## config.mk

```make
export PLATFORM = sky130hd
export DESIGN_NAME = qsfp_link_monitor
export DESIGN_NICKNAME = d
export VERILOG_FILES = /design/src/rtl/qsfp_link_monitor.sv
export SDC_FILE = /design/constraint.sdc
export NUM_CORES = 1
export LEC_CHECK = 0
export ABC_AREA = 1
export BUFFER_PORTS_ARGS = -buffer_cell sky130_fd_sc_hd__buf_2
export CAP_MARGIN = 20
export CORE_MARGIN = 10
export CORE_UTILIZATION = 46
export DETAILED_ROUTE_END_ITERATION = 8
export SKIP_LAST_GASP = 1
export SLEW_MARGIN = 20
export SYNTH_ARGS = -nofsm -noshare
export SYNTH_HDL_FRONTEND = slang
export SYNTH_SLANG_ARGS = --single-unit
```

## constraint.sdc

```tcl
create_clock -name clk -period 3 [get_ports clk]
set_input_delay 0.45 -clock clk [delete_from_list [all_inputs] [get_ports clk]]
set_output_delay 0.45 -clock clk [all_outputs]
set_load 0.02 [all_outputs]
```

## src/rtl/qsfp_link_monitor.sv

```systemverilog
// qsfp_link_monitor: synchronise, debounce and count drops of two Aurora channel_up flags
module qsfp_link_monitor #(
  parameter int UP_CYCLES   = 1000,
  parameter int DOWN_CYCLES = 4,
  parameter int CNT_W       = 16
) (
  input  logic             clk,
  input  logic             reset,
  input  logic             qsfp0_channel_up_raw,
  input  logic             qsfp1_channel_up_raw,
  input  logic             clear_stats,
  output logic             ss0_channel_up,
  output logic             ss1_channel_up,
  output logic [CNT_W-1:0] ss0_drop_count,
  output logic [CNT_W-1:0] ss1_drop_count,
  output logic             ss0_lost,
  output logic             ss1_lost
);
  typedef enum logic [1:0] {DOWN, QUAL_UP, UP, QUAL_DOWN} state_t;
  logic [1:0] raw, up, lost;
  logic [CNT_W-1:0] cnt [2];
  assign raw = {qsfp1_channel_up_raw, qsfp0_channel_up_raw};
  for (genvar i = 0; i < 2; i++) begin : g_lane
    state_t st, st_n;
    logic [31:0] tmr, tmr_n;
    logic [1:0] sync;
    logic s, drop, lost_r;
    logic [CNT_W-1:0] cnt_r;
    assign s = sync[1];
    always_ff @(posedge clk)
      if (reset) begin
        sync <= 2'b00;
        st   <= DOWN;
        tmr  <= 32'd0;
      end else begin
        sync <= {sync[0], raw[i]};
        st   <= st_n;
        tmr  <= tmr_n;
      end
    always_comb begin
      st_n  = st;
      tmr_n = tmr;
      drop  = 1'b0;
      case (st)
        DOWN:
          if (s) begin
            st_n  = QUAL_UP;
            tmr_n = 32'd1;
          end
        QUAL_UP:
          if (!s) st_n = DOWN;
          else if (tmr == 32'(UP_CYCLES)) st_n = UP;
          else tmr_n = tmr + 32'd1;
        UP:
          if (!s) begin
            st_n  = QUAL_DOWN;
            tmr_n = 32'd1;
          end
        QUAL_DOWN:
          if (s) st_n = UP;
          else if (tmr == 32'(DOWN_CYCLES)) begin
            st_n = DOWN;
            drop = 1'b1;
          end else tmr_n = tmr + 32'd1;
        default: st_n = DOWN;
      endcase
    end
    // a drop on the same edge as clear_stats wins and counts as the first drop
    always_ff @(posedge clk)
      if (reset) begin
        cnt_r  <= '0;
        lost_r <= 1'b0;
      end else if (drop) begin
        cnt_r  <= clear_stats ? CNT_W'(1) : cnt_r + CNT_W'(~&cnt_r);
        lost_r <= 1'b1;
      end else if (clear_stats) begin
        cnt_r  <= '0;
        lost_r <= 1'b0;
      end
    assign up[i]   = st == UP || st == QUAL_DOWN;
    assign lost[i] = lost_r;
    assign cnt[i]  = cnt_r;
  end
  assign ss0_channel_up = up[0];
  assign ss1_channel_up = up[1];
  assign ss0_drop_count = cnt[0];
  assign ss1_drop_count = cnt[1];
  assign ss0_lost       = lost[0];
  assign ss1_lost       = lost[1];
endmodule

```

# == Yosys cells after proc, flatten, opt, wreduce, memory -nomap -nowiden ==
# Index checks and enable logic that the tools add are counted.
# word_totals
reg_bits,106
output_inout_bits,36
# op_classes
n_mux,42
n_eq_ne,26
add_sub_neg,4
reduce_logical,14
# ops
cell,n
$mux 32,12
$pmux 32 s4,2
$mux 16,5
$add 32x1->32 const B,2
$eq 32x10->1 const B,2
$eq 32x3->1 const B,2
$add 16x1->16,2
$reduce_and 16->1,2
$mux 2,12
$ne 2x2->1 const B,12
$pmux 2 s4,2
$ne 3x3->1 const B,4
$reduce_and 6->1,2
$mux 1,9
$eq 2x2->1 const B,4
$reduce_and 4->1,2
$eq 2x1->1 const B,2
$logic_not 2->1,2
$reduce_bool 2->1,2
$logic_not 1->1,2
$logic_or 1x1->1,2

# == Depth between registers and ports, before layout ==
# logic_depth
word_depth,5
mapped_depth,14
mapped_depth_nobuf,14

# == Least setup slack after synthesis ==
# No wires, ideal clock.
# synth_path
path_kind,reg2reg
start,register g_lane[0].cnt_r[3] (netlist: ss0_drop_count[3])
end,register g_lane[0].cnt_r[12] (netlist: ss0_drop_count[12])
setup_time_ns,0.135
t_arrival_ns,2.016
path_stages_with_launch,13
path_slack_ns,0.849
t_required_ns,2.865
synth_period_minus_slack_ns,2.151
cell_sequence,dfxtp_1 > nand2_1 > nor2_1 > nand3_1 > or4_1 > ha_1 > nand2_1 > nor2_1 > nand3_1 > xor2_1 > nor2_1 > nand2_1 > a21oi_1
# synth_via
elab_chain_cells,5
# synth_rtl
item,line_no,rtl
"start, declared",28,logic [CNT_W-1:0] cnt_r;
"start signal, assigned",74,cnt_r <= clear_stats ? CNT_W'(1) : cnt_r + CNT_W'(~&cnt_r);
$reduce_and 16->1,74,
$logic_not 1->1,74,
$add 16x1->16 (*),74,
$mux 16 (*),74,
$mux 16 (*),73,end else if (drop) begin
# Every way passes the cells marked *; elsewhere a longest branch is shown, timed or not.
# A chain may end at the register's enable or synchronous reset.

# == Worst setup path after layout ==
# Same ends and word-level chain as after synthesis.

==> qor.yml <==
yosys:
  seq_area_frac_synth_pct: 27.7
  ys_seq_elements: 106
  synth_cell_types: 34
  syn_inst: 1334
  syn-cell-area_um2: 7660
  ys_warn_count: 0
  synth_edf_count: 0
  async_reset_ff_share_pct: 0
  syn_avg_cell_area_um2: 5.75
  synth-main-ff-cell: "dfxtp_1"
  syn-num-nets: 1347
cts:
  cts_resized: 0
  htreeDepth: 3
  hold_buffers: 0
  cts.sinks: 106
  root_buffer: "clkbuf_16"
  numCtsBuffers: 9
  clkLatencyLatePin_ps: 360
  clkTransAtPathRegs_ps: 80
  clk_path_buf_depth: 2
  cts_tree: "yes"
  postCtsSetupRepairBufs: 0
pwr:
  p_clk_share_pct: 43.7
  p_seq_share_pct: 49.5
  p_int_uw: 2130
  ir_worst_vdd_mv: 0.314
  power.density_nw_per_um2: 351
  p_sw_share_pct: 26.3
  p_leak_uw: 0.00296
  switchingPower_uw: 763
  finalPower_uw: 2900
  p_comb_share_pct: 6.8
critical_path:
  critical_path_class: "register to register"
  end_kind: "register"
  slowest_delay_ps: 440
  critPathMaxFanout: 5
  path_delay_family: "simple AND/OR/NAND/NOR gates"
  cp.required_ps: 3210
  critPathBufInv: 0
  critPathLaunchType: "register"
  worst_ep_arrival_time_ps: 2480
  path_cells: "nand2_1 > nor2_1 > nand3_1 > or4_1 > ha_1 > nand2_1 > nor2_1 > nand3_1 > xor2_1 > nor2_1 > nand2_1 > a21oi_1"
  crit_path_top_delay_cell: "or4_1"
finish:
  n_antenna_cell: 0
  num-nets-final: 1364
  drive_above_1_share_pct: 8.86
  final_cell_mix: "477 x nand2_1, 281 x nor2_1, 108 x inv_1, 106 x dfxtp_1, 93 x nand3_1"
  final_common_cell: "nand2_1"
  syn2layout_area_growth_pct: 7.69
  fillers: 1848
sta:
  whs_ps: 291
  finClkSkew_ps: 12.1
  min_period_ps: 2260
  finalCritPeriodShare_pct: 75.4
  worst_slack_ps: 737
  max_freq_mhz: 442
  rsz0062_at_grt: "false"
  max_slew_margin_pct: 42.6
  setup_violations: 0
  tightest_slew_ps: 860
  hold_violations: 0
  slew_violations: 0
  fin_setup_tns_ps: 0
die:
  fp-row-count: 47
  start_util_pct: 46.6
  core_area_um2: 16500
  die_w_um: 149
  die_h_um: 149
  pin_count: 41
  dieArea_um2: 22200
grt:
  grt_use_total_pct: 19.1
  grt_pass1_wl_mm: 35.5
  overflow: 0
  antenna_found_initial: 0
  grt_max_degree: 95
  grt_pass1_vias: 7294
route:
  drc_errors: 0
  wl_mm: 21.0
  ant_nets: 0
  firstDrtPassIters: 5
  drtIter0Drc: 469
  viasPerCell: 4.97
  wl_per_cell_um: 13.3
  vias: 7828
placed_design:
  gp_congestion: 0.913
  portBuffers: 40
  pre_cts_ws_ps: 748
  hpwl_mm: 15.4
run_status:
  status: "completed"
hold_path:
  hp-class: "input port to register"
flow_run:
  drv_cap: 0
==> sequential cells by signal (all words and copies together) (netlist names), named ones only <==
signal,cells
g_lane.tmr,64
ss0_drop_count,16
ss1_drop_count,16
g_lane.sync,4
g_lane.st,2
ss0_lost,1
ss1_lost,1
==> logic make-up (layout without fill, tap and decap cells) <==
group,after synthesis,in the layout,share of synthesized area (%)
simple gates,931,931,51.0
buf+inv,158,179,8.91
flops,106,106,27.7
compound gates,95,95,6.74
xor+xnor,36,36,4.31
fa+ha+maj,8,8,1.31
==> tightest hold or removal path: cells and delay by family <==
| kind | cells | cell delay [ps] |
|---|---|---|
| buf+inv | 2 | 130 |
| simple gates | 1 | 30 |
==> routing by layer <==
layer	wire length, µm	global-route usage (%)	vias up
met5	0	0	-
met4	325	5.79	0
met3	654	2.25	18
met2	9760	31.3	128
met1	10200	25.6	3491
li1	-	-	4191
==> power by group through the flow <==
stage	Sequential, µW	Combinational [µW]	Clock (µW)
finish	1430	198	1270
global placement	1470	203	0
CTS	1430	204	1300
detailed placement	1470	203	0
floorplan	1460	176	0
global route	1440	227	1350
==> worst paths after layout <==
| check | slack (ps) | from | endpoint | depth (start not counted) |
|---|---|---|---|---|
| max reg2reg | 740 | ss0_drop_count[3]$_SDFFE_PP0P_ | ss0_drop_count[12]$_SDFFE_PP0P_ | 12 |
| min | 290 | qsfp0_channel_up_raw | g_lane[0].sync[0]$_SDFF_PP0_ | 3 |
| max | 740 | ss0_drop_count[3]$_SDFFE_PP0P_ | ss0_drop_count[12]$_SDFFE_PP0P_ | 12 |
| min reg2reg | 410 | g_lane[1].sync[0]$_SDFF_PP0_ | g_lane[1].sync[1]$_SDFF_PP0_ | 2 |
==> Yosys cell counts (7+ instances only) <==
cell / n / area [µm²]
dfxtp_1: 106 / 2120
nand2_2: 16 / 100
nand3_1: 93 / 465
buf_6: 10 / 113
nor3_1: 14 / 70.1
xor2_1: 30 / 263
ha_1: 8 / 100
a21oi_1: 75 / 375
clkbuf_1: 22 / 82.6
nand2_1: 477 / 1790
inv_2: 9 / 33.8
inv_1: 108 / 405
a21oi_2: 10 / 87.6
nor2_1: 281 / 1050
nand4_1: 25 / 156
nor2_4: 7 / 78.8
o21ai_0: 8 / 40.0
==> area by class of cell <==
cell class                      count  area (µm²)  share of cell area (%)
Multi-Input combinational cell   1070        4860                    58.9
Sequential cell                   106        2120                    25.7
Tap cell                          220         275                    3.33
Clock inverter                      5        60.1                   0.728
Clock buffer                       10         239                    2.90
Timing Repair Buffer               47         259                    3.14
Inverter                          117         439                    5.32
==> per-stage QoR <==
stage | util, % | std cells | instance area [µm²]
global placement | 48.3 | 1560 | 7950
detailed placement | 48.3 | 1560 | 7950
global route | 50.1 | 1575 | 8250
CTS | 50.1 | 1575 | 8250
floorplan | - | 1334 | 7660
finish | 50.1 | 1575 | 8250
(Power assumes the default switching activity.)
